`src/rtl/alu_arbiter_pkg.sv`:
```
// Shared opcode constants, FSM state encoding and opcode legality helper
// for the shared-ALU arbiter and its users.
package alu_arbiter_pkg;

  localparam logic [2:0] OP_AND = 3'b000;
  localparam logic [2:0] OP_OR  = 3'b001;
  localparam logic [2:0] OP_ADD = 3'b010;
  localparam logic [2:0] OP_SUB = 3'b110;
  localparam logic [2:0] OP_SLT = 3'b111;

  typedef enum logic [1:0] {
    ST_IDLE = 2'd0,
    ST_EXEC = 2'd1,
    ST_RESP = 2'd2
  } state_t;

  function automatic logic op_legal(input logic [2:0] op);
    logic legal;
    case (op)
      OP_AND, OP_OR, OP_ADD, OP_SUB, OP_SLT: legal = 1'b1;
      default:                               legal = 1'b0;
    endcase
    return legal;
  endfunction

endpackage

```
`src/rtl/alu_arbiter_rr_pick2.sv`:
```
// Two-way round-robin pick: a lone valid wins, a tie goes to the requester named by prio.
// Purely combinational; grant is one-hot or zero.
module rr_pick2 (
  input  logic [1:0] valid,
  input  logic       prio,
  output logic [1:0] grant
);

  always_comb begin
    grant = valid;
    if (valid == 2'b11) begin
      grant = prio ? 2'b10 : 2'b01;
    end
  end

endmodule

```
`src/rtl/alu_arbiter.sv`:
```
// Arbitrates two requesters onto one shared combinational ALU: accept -> exec -> respond.
// One operation in flight; response held until the owning requester consumes it.
module alu_arbiter
  import alu_arbiter_pkg::*;
#(
  parameter int WIDTH = 32
) (
  input  logic             clk,
  input  logic             rst,
  input  logic             req0_valid,
  input  logic             req1_valid,
  output logic             req0_ready,
  output logic             req1_ready,
  input  logic [WIDTH-1:0] req0_a,
  input  logic [WIDTH-1:0] req0_b,
  input  logic [WIDTH-1:0] req1_a,
  input  logic [WIDTH-1:0] req1_b,
  input  logic [2:0]       req0_op,
  input  logic [2:0]       req1_op,
  output logic [WIDTH-1:0] alu_a,
  output logic [WIDTH-1:0] alu_b,
  output logic [2:0]       alu_op,
  input  logic [WIDTH-1:0] alu_z,
  output logic             rsp0_valid,
  output logic             rsp1_valid,
  input  logic             rsp0_ready,
  input  logic             rsp1_ready,
  output logic [WIDTH-1:0] rsp_z,
  output logic             rsp_err
);

  state_t           state, state_nxt;
  logic             prio;
  logic [WIDTH-1:0] cap_a, cap_b;
  logic [2:0]       cap_op;
  logic             cap_id;
  logic [1:0]       grant;
  logic             acc0, acc1;
  logic             cap_legal;

  rr_pick2 u_pick (
    .valid ({req1_valid, req0_valid}),
    .prio  (prio),
    .grant (grant)
  );

  assign acc0      = req0_valid && req0_ready;
  assign acc1      = req1_valid && req1_ready;
  assign cap_legal = op_legal(cap_op);

  always_comb begin
    state_nxt  = state;
    req0_ready = 1'b0;
    req1_ready = 1'b0;
    rsp0_valid = 1'b0;
    rsp1_valid = 1'b0;
    alu_a      = '0;
    alu_b      = '0;
    alu_op     = OP_AND;
    case (state)
      ST_IDLE: begin
        req0_ready = grant[0] && !rst;
        req1_ready = grant[1] && !rst;
        if ((req0_valid && req0_ready) || (req1_valid && req1_ready)) begin
          state_nxt = ST_EXEC;
        end
      end
      ST_EXEC: begin
        alu_a     = cap_a;
        alu_b     = cap_b;
        // Illegal opcodes still occupy the ALU slot, but with a harmless AND.
        alu_op    = cap_legal ? cap_op : OP_AND;
        state_nxt = ST_RESP;
      end
      ST_RESP: begin
        rsp0_valid = !cap_id;
        rsp1_valid = cap_id;
        if (cap_id ? rsp1_ready : rsp0_ready) begin
          state_nxt = ST_IDLE;
        end
      end
      default: state_nxt = ST_IDLE;
    endcase
  end

  always_ff @(posedge clk) begin
    if (rst) begin
      state   <= ST_IDLE;
      prio    <= 1'b0;
      cap_a   <= '0;
      cap_b   <= '0;
      cap_op  <= OP_AND;
      cap_id  <= 1'b0;
      rsp_z   <= '0;
      rsp_err <= 1'b0;
    end else begin
      state <= state_nxt;
      if (acc0 || acc1) begin
        cap_a  <= acc1 ? req1_a  : req0_a;
        cap_b  <= acc1 ? req1_b  : req0_b;
        cap_op <= acc1 ? req1_op : req0_op;
        cap_id <= acc1;
        prio   <= !acc1;
      end
      if (state == ST_EXEC) begin
        rsp_z   <= cap_legal ? alu_z : '0;
        rsp_err <= !cap_legal;
      end
    end
  end

endmodule
```
`config.mk`:
```
export PLATFORM = sky130hd
export DESIGN_NAME = alu_arbiter
export DESIGN_NICKNAME = d
export VERILOG_FILES = /design/src/rtl/alu_arbiter_pkg.sv /design/src/rtl/alu_arbiter_rr_pick2.sv /design/src/rtl/alu_arbiter.sv
export SDC_FILE = /design/constraint.sdc
export NUM_CORES = 1
export LEC_CHECK = 0
export CAP_MARGIN = 20
export CELL_PAD_IN_SITES_DETAIL_PLACEMENT = 1
export CELL_PAD_IN_SITES_GLOBAL_PLACEMENT = 1
export CORE_MARGIN = 5
export CORE_UTILIZATION = 25
export CTS_CLUSTER_SIZE = 40
export DETAILED_ROUTE_END_ITERATION = 12
export PLACE_DENSITY = 0.77
export SLEW_MARGIN = 20
export SYNTH_ARGS = -nofsm -noshare
export SYNTH_HDL_FRONTEND = slang
export SYNTH_HIERARCHICAL = 1
export SYNTH_SLANG_ARGS = --single-unit
```
`constraint.sdc`:
```
create_clock -name clk -period 1.8 [get_ports clk]
set_input_delay 0.36 -clock clk [delete_from_list [all_inputs] [get_ports clk]]
set_output_delay 0.36 -clock clk [all_outputs]
set_load 0.02 [all_outputs]
```
==> After elaboration in Yosys (flattened, before gate mapping) <==
Cells that the tools add are included.
Widths: inputs -> output; s select.
{ "totals": {"reg_bits": 104, "inputBits": 172, "out_inout_bits": 104, "word_cells": 52} }
{ "classes": {"n_eq_ne": 9, "muxes": 19, "reduce_logical": 16} }
{ "op_table": {"columns": ["operator", "count"], "rows": [
  ["$mux 32", 5],
  ["$mux 3", 3],
  ["$mux 2", 4],
  ["$eq 3x3->1 const B", 2],
  ["$logic_and 1x1->1", 6],
  ["$mux 1", 6],
  ["$pmux 2 s3", 1],
  ["$reduce_or 5->1", 1],
  ["$eq 2x2->1 const B", 2],
  ["$logic_not 1->1", 4],
  ["$ne 2x2->1 const B", 2],
  ["$eq 3x1->1 const B", 1],
  ["$eq 3x2->1 const B", 1],
  ["$logic_not 3->1", 1],
  ["$eq 2x1->1 const B", 1],
  ["$logic_not 2->1", 1],
  ["$logic_or 1x1->1", 2],
  ["$reduce_and 2->1", 1]
]} }

==> Logic depth before layout (Yosys ltp) <==
Gate-level depths: netlist of the first run.
{ "depth": {"ltp_word": 7, "ltp_mapped": 8, "ltp_nobuf": 5} }

==> By module <==
Netlist of the first run, hierarchy kept.
{ "by_module_without_submodules": {"columns": ["module", "instances", "cells_each", "area_per_inst_um2", "seq_area_each_um2"], "rows": [
  ["alu_arbiter", 1, 645, 5360.1, 2082.0],
  ["rr_pick2", 1, 3, 18.8, 0.0]
]} }

==> Worst setup path before layout of the first run <==
Ideal clock, no wire load.
{ "synth_timing": {"path_type": "register to output", "start": "register state[0]", "end": "output port alu_a[20]", "arrival_time_ns": 1.565, "t_required_ns": 1.440, "slack_ns": -0.125, "path_stages_with_launch": 6, "path_buffers": 3, "path_cell_list": "dfxtp_1 nor2b_1 clkbuf_1 clkbuf_1 clkbuf_1 and2_1"} }
{ "synth_between": {"elab_chain_cells": 2} }
{ "synth_lines": {"columns": ["item", "line", "source"], "rows": [
  ["start: declaration", "alu_arbiter.sv:32", "state_t state, state_nxt;"],
  ["start signal: assignment", "alu_arbiter.sv:97", "state <= state_nxt;"],
  ["$eq 2x1->1", "alu_arbiter.sv:60", "case (state)"],
  ["$mux 32", "alu_arbiter.sv:60", null],
  ["end: declaration", "alu_arbiter.sv:20", "output logic [WIDTH-1:0] alu_a,"]
]} }
Every way passes these cells.

==> Worst setup path in the final report of the first run <==
{ "layout_timing": {"start": "register state[1]", "end": "register cap_a[8]"} }
{ "layout_between": {"elab_chain_cells": 4, "word_cells_on_any_way": 7, "classes_between": "mux: 3; reduce/logical: 4"} }
{ "layout_lines": {"columns": ["item", "line", "source"], "rows": [
  ["$logic_not 2->1 *", "alu_arbiter.sv:60", null],
  ["$mux 1", "alu_arbiter.sv:60", null],
  ["$logic_and 1x1->1, on equally long branches", "alu_arbiter.sv:48, alu_arbiter.sv:47", null],
  ["$mux 32 or $logic_or 1x1->1 (tied branches)", "alu_arbiter.sv:99, alu_arbiter.sv:98", null],
  ["end signal: assignment", "alu_arbiter.sv:99", "cap_a <= acc1 ? req1_a : req0_a;"],
  ["end: declaration", "alu_arbiter.sv:34", "logic [WIDTH-1:0] cap_a, cap_b;"]
]} }
Mark *: on every way between the ends. The rest lies on a longest branch, timed or not.
A chain may end at the register's enable or synchronous reset.

==> results.toml, run 1 <==
[final_layout]
finalNetCount = 1095
final_cell_mix = "201 x clkdlybuf4s50_1, 101 x dfxtp_1, 89 x buf_6, 67 x inv_1, 65 x and2_4"
drive_above_1_share = 0.3233
area_growth_pct = 87.53
fin_util = 0.4783
layout_commonest_cell = "clkdlybuf4s50_1"
fillerInstances = 2354

[place]
io_buffers = 275
hpwl_um = 16290
place_congestion = 0.7716

[timing]
finalSetupTns_ns = -18.45
rsz0062_at_grt = "true"
tightest_slew_ns = 0.7273
setup_violations = 137
drv_slew = 0
fin_ws_ns = -0.2301
fin_crit_ns = 2.030
hold_viol = 0
hold_slack_ns = 0.4530
finClkSkew_ns = 0.01511
fmax_mhz = 492.6
relSlewSlack = 0.5152
timing.final.crit_share = 1.128

[synthesis]
synth_top_area_cell = "dfxtp_1"
syn_area_mm2 = 0.005379
ys_seq_area_frac = 0.3871
syn_avg_cell_area_um2 = 8.301
netlist.area_leader.share = 0.3871
synth_cell_types = 29
syn_inst = 648
ys_seq_elements = 104
yosysWarnings = 6
netlist_top_cells_area = "dfxtp_1 39%, a32oi_1 11%, a221oi_1 9.3%, and2_1 7.7%, o21ai_0 6.4%"
syn_nets = 820

[die]
dieArea_mm2 = 0.02455
fp.dieH_um = 156.7
io_pins = 276
rows = 53
initial_core_util = 0.2551
core-area_mm2 = 0.02109
die_w_um = 156.7

[detailed_routing]
via_count = 6467
drtPass1Iterations = 5
via_per_inst = 5.371
drc = 0
ant_nets = 0
finalWirelength_um = 27220
drt_iter0_markers = 273
wl_per_cell_um = 22.61

[global_route]
grt_pass1_wl_um = 39650
grt_pass1_vias = 6866
grt-ovfl-total = 0
grt_antenna_before_repair = 1
grt_max_degree = 70
groute.usage.overall = 0.2041

[critical_path]
cp-start-kind = "flop"
cp_top_family = "buffers and inverters"
slowest_stage = "or4b_4"
arrival_ns = 2.29
crit_path_end_kind = "flop"
crit_path_frequent_cell = "buf_12"
worstPathMaxFanout = 8
critPathBufInv = 5
worstSetupPathType = "flop to flop"
cp_cell_sequence = "buf_4, or4b_4, clkinv_4, buf_12, buf_12, buf_16, a32oi_2, a221oi_2"
crit_required_ns = 2.06
critPathMaxStageDelay_ns = 0.57

[power_and_ir_drop]
vdd_drop_max_v = 0.0003969
total_power_mw = 6.329
power_density_mw_per_mm2 = 627.4
p_leak_nw = 3.827

[clock_network]
clock_latency_ns = 0.36
htreeDepth = 3
cts.path.max_buffers = 2
root_buffer = "clkbuf_16"
cts_inserted_buffers = 9
cts_tree = "built"
clk_pin_slew_ns = 0.09
cts-hold-fix-buffers = 0
cts_sinks = 104

[job]
drv_cap = 0

[run_status]
violations = "setup timing"
status = "finished with violations"

[hold_path]
hp-class = "flop to flop"
## logic make-up after synthesis
group / after synthesis / share of synthesized area
flip-flops: 104 / 0.3871
AND/OR/NAND/NOR: 146 / 0.1586
AO/OA/AOI/OAI: 240 / 0.3294
buffers and inverters: 157 / 0.1231
multiplexers: 1 / 0.001861
## through the flow
| step | instances | worst slack [ns] | instance area [um2] |
|---|---|---|---|
| after CTS | 1196 | -0.2143 | 9742 |
| after global placement | 1152 | -0.4667 | 8468 |
| final | 1204 | -0.2301 | 10090 |
| after detailed placement | 1152 | -0.5112 | 8468 |
| after floorplan | 648 | -0.002122 | 5386 |
| after global routing | 1204 | -0.2620 | 10090 |
## registers in the layout, indices dropped and copies added (netlist names)
register	flops
cap_b	32
prio	1
cap_op	3
state	2
rsp_z	32
rsp_err	1
cap_a	32
cap_id	1
## cell usage after synthesis
master and number:
a21boi_1 2, nand3b_1 2, a221oi_2 10, and2_1 66, clkbuf_2 1, a221oi_1 57
clkbuf_1 70, buf_2 6, clkinv_4 1, buf_12 2, and3_1 3, mux2i_1 1
o21ai_0 69, nor3b_1 1, dfxtp_1 104, or4b_1 1, and3b_1 1, buf_1 1
inv_1 69, nor2_1 1, nor2b_1 1, a21oi_1 35, nor3_1 2, nand4_1 32
nand2b_1 2, a32oi_1 67, buf_4 7, nor4b_4 1, nand2_1 33
## path summary, 6_finish.rpt
kind / startpoint / to / slack, ns / depth (start not counted)
max: state[1]$_SDFFE_PP0P_ / cap_a[8]$_SDFFE_PP0P_ / -0.23 / 8
min: rsp_z[5]$_SDFFE_PP0P_ / rsp_z[5]$_SDFFE_PP0P_ / 0.45 / 2
max reg2reg: state[1]$_SDFFE_PP0P_ / cap_a[8]$_SDFFE_PP0P_ / -0.23 / 8
min reg2reg: rsp_z[5]$_SDFFE_PP0P_ / rsp_z[5]$_SDFFE_PP0P_ / 0.45 / 2
## repair_timing
| action | in CTS | in global routing |
|---|---|---|
| hold endpoints to repair | 0 | 0 |
| buffers inserted | 17 | 6 |
| pin swaps | 92 | 57 |
| endpoints found under the setup margin | 141 | 139 |
| resized for setup | 532 | 61 |
| cloned | 11 | 7 |
## worst min-delay path, cell delays in order, from the launching register on
cell	delay (ns)
dfxtp_1	0.32
nand2_1	0.05
a21oi_1	0.05
## where the power goes
part | leakage [nW] | switching, mW | internal (mW) | total (mW)
Sequential | 0.849 | 0.0732 | 2.44 | 2.51
Clock | 0.151 | 1.09 | 1.00 | 2.09
Combinational | 2.83 | 0.809 | 0.917 | 1.73
## final cells by class
| cell class | count | area [um2] | share of cell area |
|---|---|---|---|
| clock buffer | 9 | 225.2 | 0.02233 |
| inverter | 70 | 270.3 | 0.02679 |
| clock inverter | 7 | 86.33 | 0.008559 |
| timing repair buffer | 351 | 3930 | 0.3896 |
| antenna | 1 | 2.502 | 0.0002481 |
| multi-input combinational | 387 | 3141 | 0.3113 |
| sequential | 104 | 2088 | 0.2070 |
| tap | 275 | 344.1 | 0.03411 |
## layer usage
| metal | vias up | GRT usage | wire length, um |
|---|---|---|---|
| li1 | 2969 | - | - |
| met1 | 3215 | 0.2526 | 11300 |
| met2 | 243 | 0.3457 | 13280 |
| met3 | 40 | 0.05531 | 1940 |
| met4 | 0 | 0.06364 | 701 |
| met5 | - | 0 | 0 |
Note: power is estimated with default switching activity, not from simulation.
==> run 2: changes to the inputs <==
--- a/config.mk
+++ b/config.mk
@@ -13,7 +13,6 @@
 export CTS_CLUSTER_SIZE = 40
 export DETAILED_ROUTE_END_ITERATION = 12
 export PLACE_DENSITY = 0.77
-export SLEW_MARGIN = 20
 export SYNTH_ARGS = -nofsm -noshare
 export SYNTH_HDL_FRONTEND = slang
 export SYNTH_HIERARCHICAL = 1
==> results of run 2 <==
Final layout, timing and power as in run 1 (identical DEF).
==> run 3: changes to the inputs <==
--- a/config.mk
+++ b/config.mk
@@ -5,7 +5,6 @@
 export SDC_FILE = /design/constraint.sdc
 export NUM_CORES = 1
 export LEC_CHECK = 0
-export CAP_MARGIN = 20
 export CELL_PAD_IN_SITES_DETAIL_PLACEMENT = 1
 export CELL_PAD_IN_SITES_GLOBAL_PLACEMENT = 1
 export CORE_MARGIN = 5
==> results of run 3 <==
Final layout, timing and power as in run 1 (identical DEF).
